`src/rtl/ipv4_tx_framer.sv`:
```
// IPv4 header framer for the 100M MII transmit path: sequential header checksum, then
// 20 header bytes and the payload streamed as nibbles. Define IPV4_TX_DF_EN to set Don't Fragment.
module ipv4_tx_framer #(
    parameter logic [31:0] SRC_IP  = 32'hC0A8_8958,
    parameter logic [7:0]  TTL     = 8'd64,
    parameter int          LEN_W   = 11,
    parameter logic [15:0] ID_INIT = 16'h0000
) (
    input  logic             mii_tx_clk,
    input  logic             rst_n,
    input  logic             tx_go,
    input  logic [31:0]      dst_ip,
    input  logic [7:0]       protocol,
    input  logic [LEN_W-1:0] payload_len,
    output logic             busy,
    output logic             len_err,
    output logic             mac_go,
    output logic [15:0]      mac_len,
    input  logic             mac_rq,
    output logic [3:0]       mac_data,
    output logic             fifo_rq,
    input  logic [3:0]       fifo_da,
    output logic             tx_done
);

`ifdef IPV4_TX_DF_EN
    localparam logic [15:0] FLAGS = 16'h4000;
`else
    localparam logic [15:0] FLAGS = 16'h0000;
`endif

    localparam int NIB_W = 12;

    typedef enum logic [2:0] {
        S_IDLE,
        S_CALC,
        S_LAUNCH,
        S_WAIT,
        S_HDR,
        S_PAYLOAD
    } state_t;

    state_t            state_reg;
    logic [31:0]       dst_reg;
    logic [7:0]        proto_reg;
    logic [15:0]       id_reg;
    logic [19:0]       acc_reg;
    logic [15:0]       csum_reg;
    logic [3:0]        calc_cnt_reg;
    logic [NIB_W-1:0]  nib_reg;
    logic [NIB_W-1:0]  last_reg;

    logic              len_ok;
    logic [15:0]       calc_word;
    logic [19:0]       fold1;
    logic [19:0]       fold2;
    logic [15:0]       csum_next;
    logic [159:0]      hdr_vec;
    logic [7:0]        hdr_bytes [20];
    logic [7:0]        hdr_byte;
    logic [3:0]        hdr_nib;

    assign len_ok = (payload_len != '0) && (32'(payload_len) <= 32'd1480);

    always_comb begin
        calc_word = 16'h0000;
        case (calc_cnt_reg)
            4'd0:    calc_word = 16'h4500;
            4'd1:    calc_word = mac_len;
            4'd2:    calc_word = id_reg;
            4'd3:    calc_word = FLAGS;
            4'd4:    calc_word = {TTL, proto_reg};
            4'd5:    calc_word = SRC_IP[31:16];
            4'd6:    calc_word = SRC_IP[15:0];
            4'd7:    calc_word = dst_reg[31:16];
            4'd8:    calc_word = dst_reg[15:0];
            default: calc_word = 16'h0000;
        endcase
    end

    // Two end-around folds are enough: nine 16-bit words never overflow 20 bits.
    assign fold1     = {4'h0, acc_reg[15:0]} + {16'h0000, acc_reg[19:16]};
    assign fold2     = {4'h0, fold1[15:0]} + {16'h0000, fold1[19:16]};
    assign csum_next = ~fold2[15:0];

    assign hdr_vec = {8'h45, 8'h00, mac_len, id_reg, FLAGS, TTL, proto_reg,
                      csum_reg, SRC_IP, dst_reg};

    generate
        for (genvar gi = 0; gi < 20; gi++) begin : g_hdr_byte
            assign hdr_bytes[gi] = hdr_vec[159-8*gi -: 8];
        end
    endgenerate

    // Network byte order, low nibble of each byte first.
    assign hdr_byte = hdr_bytes[nib_reg[5:1]];
    assign hdr_nib  = nib_reg[0] ? hdr_byte[7:4] : hdr_byte[3:0];

    assign fifo_rq = (state_reg == S_PAYLOAD) && mac_rq;

    always_ff @(posedge mii_tx_clk or negedge rst_n) begin
        if (!rst_n) begin
            state_reg    <= S_IDLE;
            dst_reg      <= '0;
            proto_reg    <= '0;
            id_reg       <= ID_INIT;
            acc_reg      <= '0;
            csum_reg     <= '0;
            calc_cnt_reg <= '0;
            nib_reg      <= '0;
            last_reg     <= '0;
            busy         <= 1'b0;
            len_err      <= 1'b0;
            mac_go       <= 1'b0;
            mac_len      <= '0;
            mac_data     <= '0;
            tx_done      <= 1'b0;
        end else begin
            len_err <= 1'b0;
            mac_go  <= 1'b0;
            tx_done <= 1'b0;
            case (state_reg)
                S_IDLE: begin
                    mac_data <= '0;
                    if (tx_go) begin
                        if (len_ok) begin
                            dst_reg      <= dst_ip;
                            proto_reg    <= protocol;
                            mac_len      <= 16'(payload_len) + 16'd20;
                            last_reg     <= NIB_W'({payload_len, 1'b0}) + NIB_W'(39);
                            acc_reg      <= '0;
                            calc_cnt_reg <= '0;
                            busy         <= 1'b1;
                            state_reg    <= S_CALC;
                        end else begin
                            len_err <= 1'b1;
                        end
                    end
                end
                S_CALC: begin
                    if (calc_cnt_reg == 4'd9) begin
                        csum_reg  <= csum_next;
                        mac_go    <= 1'b1;
                        state_reg <= S_LAUNCH;
                    end else begin
                        acc_reg      <= acc_reg + {4'h0, calc_word};
                        calc_cnt_reg <= calc_cnt_reg + 4'd1;
                    end
                end
                S_LAUNCH: begin
                    nib_reg   <= '0;
                    state_reg <= S_WAIT;
                end
                S_WAIT: begin
                    if (mac_rq) begin
                        mac_data  <= hdr_nib;
                        nib_reg   <= NIB_W'(1);
                        state_reg <= S_HDR;
                    end
                end
                S_HDR: begin
                    if (mac_rq) begin
                        mac_data <= hdr_nib;
                        nib_reg  <= nib_reg + NIB_W'(1);
                        if (nib_reg == NIB_W'(39)) begin
                            state_reg <= S_PAYLOAD;
                        end
                    end else begin
                        mac_data  <= '0;
                        busy      <= 1'b0;
                        state_reg <= S_IDLE;
                    end
                end
                S_PAYLOAD: begin
                    if (mac_rq) begin
                        mac_data <= fifo_da;
                        nib_reg  <= nib_reg + NIB_W'(1);
                        if (nib_reg == last_reg) begin
                            tx_done   <= 1'b1;
                            id_reg    <= id_reg + 16'd1;
                            busy      <= 1'b0;
                            state_reg <= S_IDLE;
                        end
                    end else begin
                        // Aborted packet: the FIFO is left as is, id is not consumed.
                        mac_data  <= '0;
                        busy      <= 1'b0;
                        state_reg <= S_IDLE;
                    end
                end
                default: begin
                    busy      <= 1'b0;
                    state_reg <= S_IDLE;
                end
            endcase
        end
    end

endmodule

```
`config.mk`:
```
export PLATFORM = sky130hd
export DESIGN_NAME = ipv4_tx_framer
export DESIGN_NICKNAME = d
export VERILOG_FILES = /design/src/rtl/ipv4_tx_framer.sv
export SDC_FILE = /design/constraint.sdc
export NUM_CORES = 1
export LEC_CHECK = 0
export BUFFER_PORTS_ARGS = -buffer_cell sky130_fd_sc_hd__clkbuf_2
export CAP_MARGIN = 25
export CORE_MARGIN = 1.5
export CORE_UTILIZATION = 45
export CTS_CLUSTER_SIZE = 28
export DETAILED_ROUTE_END_ITERATION = 7
export HOLD_SLACK_MARGIN = 0.06
export PLACE_DENSITY = 0.68
export SLEW_MARGIN = 20
export SYNTH_ARGS = -nofsm -noshare
export SYNTH_HDL_FRONTEND = slang
export SYNTH_SLANG_ARGS = --single-unit
```
`constraint.sdc`:
```
create_clock -name mii_tx_clk -period 9.1 [get_ports mii_tx_clk]
set_input_delay 0.455 -clock mii_tx_clk [delete_from_list [all_inputs] [get_ports mii_tx_clk]]
set_output_delay 0.455 -clock mii_tx_clk [all_outputs]
set_load 0.005 [all_outputs]
```
## Word level (Yosys, flattened, before mapping)

Index checks and enable logic that the tools add are counted.
Widths: inputs -> output; s select.

- Flip-flop bits (word level): 147
- Word-level logic and storage cells: 113
- Output and inout port bits: 25
- Bits of input ports: 59

- $add $sub $neg: 8
- Reductions and logical operators: 18
- Eq/ne operators: 24
- Mux-type cells: 43
- Bitwise gates (word level): 3
- Order comparisons: 2

Operator list:

| kind | number |
|---|---|
| $pmux 16 s8 | 1 |
| $mux 20 | 3 |
| $bmux 8 s5 | 1 |
| $pmux 20 s2 | 1 |
| $pmux 12 s3 | 1 |
| $mux 4 | 7 |
| $mux 12 | 2 |
| $mux 3 | 8 |
| $add 20x16->20 | 1 |
| $pmux 3 s6 | 1 |
| $add 16x4->17 | 1 |
| $add 16x1->16 | 1 |
| $add 16x1->16 const B | 1 |
| $eq 4x3->1 const B | 4 |
| $mux 8 | 2 |
| $not 16->16 | 1 |
| $pmux 4 s4 | 1 |
| $mux 1 | 13 |
| $add 11x5->12 const B | 1 |
| $add 12x1->12 const B | 1 |
| $add 12x6->12 const B | 1 |
| $eq 12x12->1 | 1 |
| $eq 12x6->1 const B | 1 |
| $ne 2x2->1 const B | 6 |
| 30 further kinds | 37 |

## Logic depth before layout (Yosys ltp)

- Depth after elaboration: 7
- Depth in mapped cells: 17
- Depth with buffers taken out: 16

## Worst setup path after synthesis

Ideal clock, no wire load.

- Kind: register to register
- From: register calc_cnt_reg[2]
- To: register acc_reg[16]
- Path buffers: 2
- Clock period less this slack: 3418 ps
- Cell stages (with the launch flop): 18
- Slack: 5682 ps
- Library setup time: 132 ps
- Arrival: 3286 ps
- Data required time: 8968 ps
- Cells stage by stage: dfrtp_1 > clkbuf_1 > inv_2 > nor2_1 > and2_0 > clkbuf_1 > a22oi_1 > nand3_1 > ha_1 > fa_1 > a21o_1 > a21o_1 > nand3_1 > a21oi_1 > o221a_2 > o31ai_1 > xor2_1 > nor2_1

- Cells in the longest elaborated chain, start to end: 5
- Elaborated cells on any way between the ends: 15
- Classes of those cells: 1 x add/sub; 9 x eq/ne; 3 x mux; 2 x reduce/logical

RTL lines:

| what | line | source |
|---|---|---|
| start, declared | 49 | `logic [3:0] calc_cnt_reg;` |
| start signal, assigned | 147 | `calc_cnt_reg <= calc_cnt_reg + 4'd1;` |
| $eq 4x4->1 (tied with other cells) | 67 | `case (calc_cnt_reg)` |
| $pmux 16 s8 | 67 |  |
| $add 20x16->20 | 146 | `acc_reg <= acc_reg + {4'h0, calc_word};` |
| $mux 20 | 141 | `if (calc_cnt_reg == 4'd9) begin` |
| $pmux 20 s2 | 122 | `case (state_reg)` |
| end signal, assigned | 146 |  |
| end, declared | 47 | `logic [19:0] acc_reg;` |

Several ways; a longest one is shown, not always the timed one. The select of a mux whose other input is x is not followed.
A chain may end at the register's enable or synchronous reset.

## Final worst setup path

- From: register calc_cnt_reg[0]
- To: register acc_reg[16]

The elaborated chain is that of the path after synthesis.

==> flow_summary.ini <==
[floorplanning]
die_area_um2 = 21400
core_area_um2 = 20170
die_w_um = 146.3
rows = 52
die_h_um = 146.3
start_util_pct = 45.80
ioPinCount = 84

[clocking]
cts_sinks = 143
htree_levels = 4
root_buffer = clkbuf_16
clock_latency_ns = 0.44
cts_tree = yes
cts_inserted_buffers = 17
cts_resized = 0
clockBufferDepth = 2
postCtsSetupRepairBufs = 0
path_clk_slew_ns = 0.07

[sta]
fmax_ghz = 0.2576
min_period_ns = 3.882
finClkSkew_ns = 0.01884
setup_violations = 0
fin_tns_setup_ns = 0
tightest_slew_ns = 0.9431
rsz0062_at_grt = no
finalMaxSlewViolations = 0
slew_headroom_pct = 37.12
whs_ns = 0.2054
fin_crit_sh_pct = 42.66
hold_violations = 0
layout_setup_ws_ns = 5.218

[place]
globalplace.congestion = 0.9307
portBuffers = 79
post-dp-hpwl_mm = 18.85
pre_cts_slack_ns = 5.259

[run_status]
run_status = finished, final reports clean

[yosys]
synth-seq-cells = 143
synth_cell_type_count = 78
syn_area_um2 = 9238
synth_area_per_cell_um2 = 8.617
synth_flop_cell = dfrtp_1
synthArstFlopShare_pct = 100.0
ys_warn_count = 0
synthCells = 1072
synth_seq_area_share_pct = 38.74
synth_edf_count = 0

[global_route]
grt_pass1_wl_mm = 41.06
antenna_found_initial = 0
grt_util_all_layers_pct = 24.65
grt_overflow = 0
grt_pass1_vias = 7505
grt_start_max_net_pins = 94

[finish]
layout_common_cells = nand2_1 (227), dfrtp_1 (143), nor2_1 (83), clkbuf_2 (78), o21ai_0 (66)
largest_reg_flops = 32
n_antenna_cell = 0
layout_commonest_cell = nand2_1
drive_gt1_share_pct = 14.24
syn2layout_area_growth_pct = 12.64
final_core_util_pct = 51.59
final_nets = 1217

[setup_path]
worst_setup_path_start_kind = register
cp-end-kind = register
crit_path_cell_trace = inv_1, ha_1, nand2b_1, nor2_1, a22oi_1, nand3_1, ha_1, a21o_1, a21o_1, a211oi_1, a21oi_1, o221a_2, o31ai_1, xor2_1, nor2_1
slowest_delay_ns = 0.62
critPathTopFamily = compound AO/OA/AOI/OAI gates
cp.required_ns = 9.39
arrival_ns = 4.17
slowest_stage = nor2_1
crit_fanout = 12
path_buf_inv = 1
critPathKind = register to register

[drt]
finalWirelength_mm = 25.92
dr.pass1.iters = 5
wl_per_cell_um = 18.50
routed_via_density = 5.687
drtIter0Drc = 674
vias = 7968
drc = 0
drtAntennaViolNets = 0

[power]
power_density_nw_per_um2 = 300.0
leakage_uw = 0.004922
ir_drop_mv = 0.1320

[min_path]
hold_path.class = input pin to register

[run]
max-cap-violations = 0
==> synthesized netlist by cell type (all sizes together), types with 8 or more instances <==
| cell type | instances | area share [%] |
|---|---|---|
| xor2 | 33 | 3.1 |
| a21o | 22 | 1.8 |
| a21oi | 49 | 2.7 |
| inv | 22 | 0.89 |
| mux4 | 9 | 2.2 |
| nor3 | 16 | 1.0 |
| nand2b | 9 | 0.61 |
| buf | 17 | 0.99 |
| nand4 | 13 | 0.88 |
| o21ai | 75 | 4.1 |
| mux2 | 11 | 1.3 |
| nand3 | 41 | 2.3 |
| a22oi | 25 | 2.1 |
| a31oi | 8 | 0.54 |
| nor2 | 84 | 3.4 |
| and2 | 11 | 0.74 |
| dfrtp | 143 | 39 |
| a221oi | 12 | 1.3 |
| nand2 | 228 | 9.3 |
| and3 | 13 | 0.95 |
| ha | 38 | 5.1 |
| xnor2 | 54 | 5.2 |
| clkbuf | 45 | 1.8 |
==> stage by stage <==
step,instances,instance area [um^2],total power (uW)
3_3_place_gp,1367,9773,2373
3_5_place_dp,1367,9773,2393
2_1_floorplan,1075,9249,1985
5_1_grt,1401,10410,3332
6_report,1401,10410,3122
4_1_cts,1400,10380,3116
==> final timing paths <==
path                                 startpoint         endpoint  slack (ns)  cells past startpoint
worst max register to register  calc_cnt_reg[0]      acc_reg[16]        5.22                     15
max in group asynchronous                 rst_n       nib_reg[3]        7.41                      4
min in group asynchronous                 rst_n  calc_cnt_reg[0]        0.59                      2
worst min-delay path                 dst_ip[26]      dst_reg[26]        0.21                      3
worst max-delay path            calc_cnt_reg[0]      acc_reg[16]        5.22                     15
worst min register to register      csum_reg[4]      csum_reg[4]        0.48                      2
==> layout make-up <==
cell class / instances / area, um^2
fill: 1967 / 9764
multi-input combinational: 846 / 5328
sequential: 143 / 3578
timing repair buffer: 86 / 476.7
clock buffer: 17 / 425.4
tap: 270 / 337.8
clock inverter: 15 / 168.9
inverter: 24 / 90.09
==> worst reg2reg max path, cell delays in order (launching register included) <==
cell      delay [ns]
dfrtp_1         0.44
inv_1           0.11
ha_1            0.27
nand2b_1        0.13
nor2_1          0.62
a22oi_1         0.16
nand3_1         0.15
ha_1            0.29
a21o_1          0.19
a21o_1          0.18
a211oi_1        0.22
a21oi_1         0.18
o221a_2         0.31
o31ai_1         0.24
xor2_1          0.18
nor2_1          0.06
==> kinds of logic after synthesis <==
| group | share of synthesized area (%) |
|---|---|
| AOI/OAI and AO/OA | 17.59 |
| buffers and inverters | 3.793 |
| other | 0.04059 |
| muxes | 3.969 |
| and+or+nand+nor | 21.96 |
| xor gates and xnor gates | 8.330 |
| adders and majority gates | 5.580 |
| DFF | 38.74 |
==> what timing repair did <==
item | CTS | global route
endpoints found under the setup margin | 0 | 0
hold endpoints to repair | 39 | 0
hold buffers | 1 | 0
==> routing by layer <==
layer  track usage (%)  vias to the layer above  wire [um]
met1             33.11                     3762      11420
met2             38.06                      292      11630
li1                  -                     3851          -
met4             10.91                        0        984
met3             5.719                       63       1880
met5                 0                        -          0
==> report_power, final <==
part	switching [uW]	internal, uW	total [uW]
registers	313	851	1160
logic	726	523	1250
clock network	317	392	708
(Power assumes the default switching activity.)
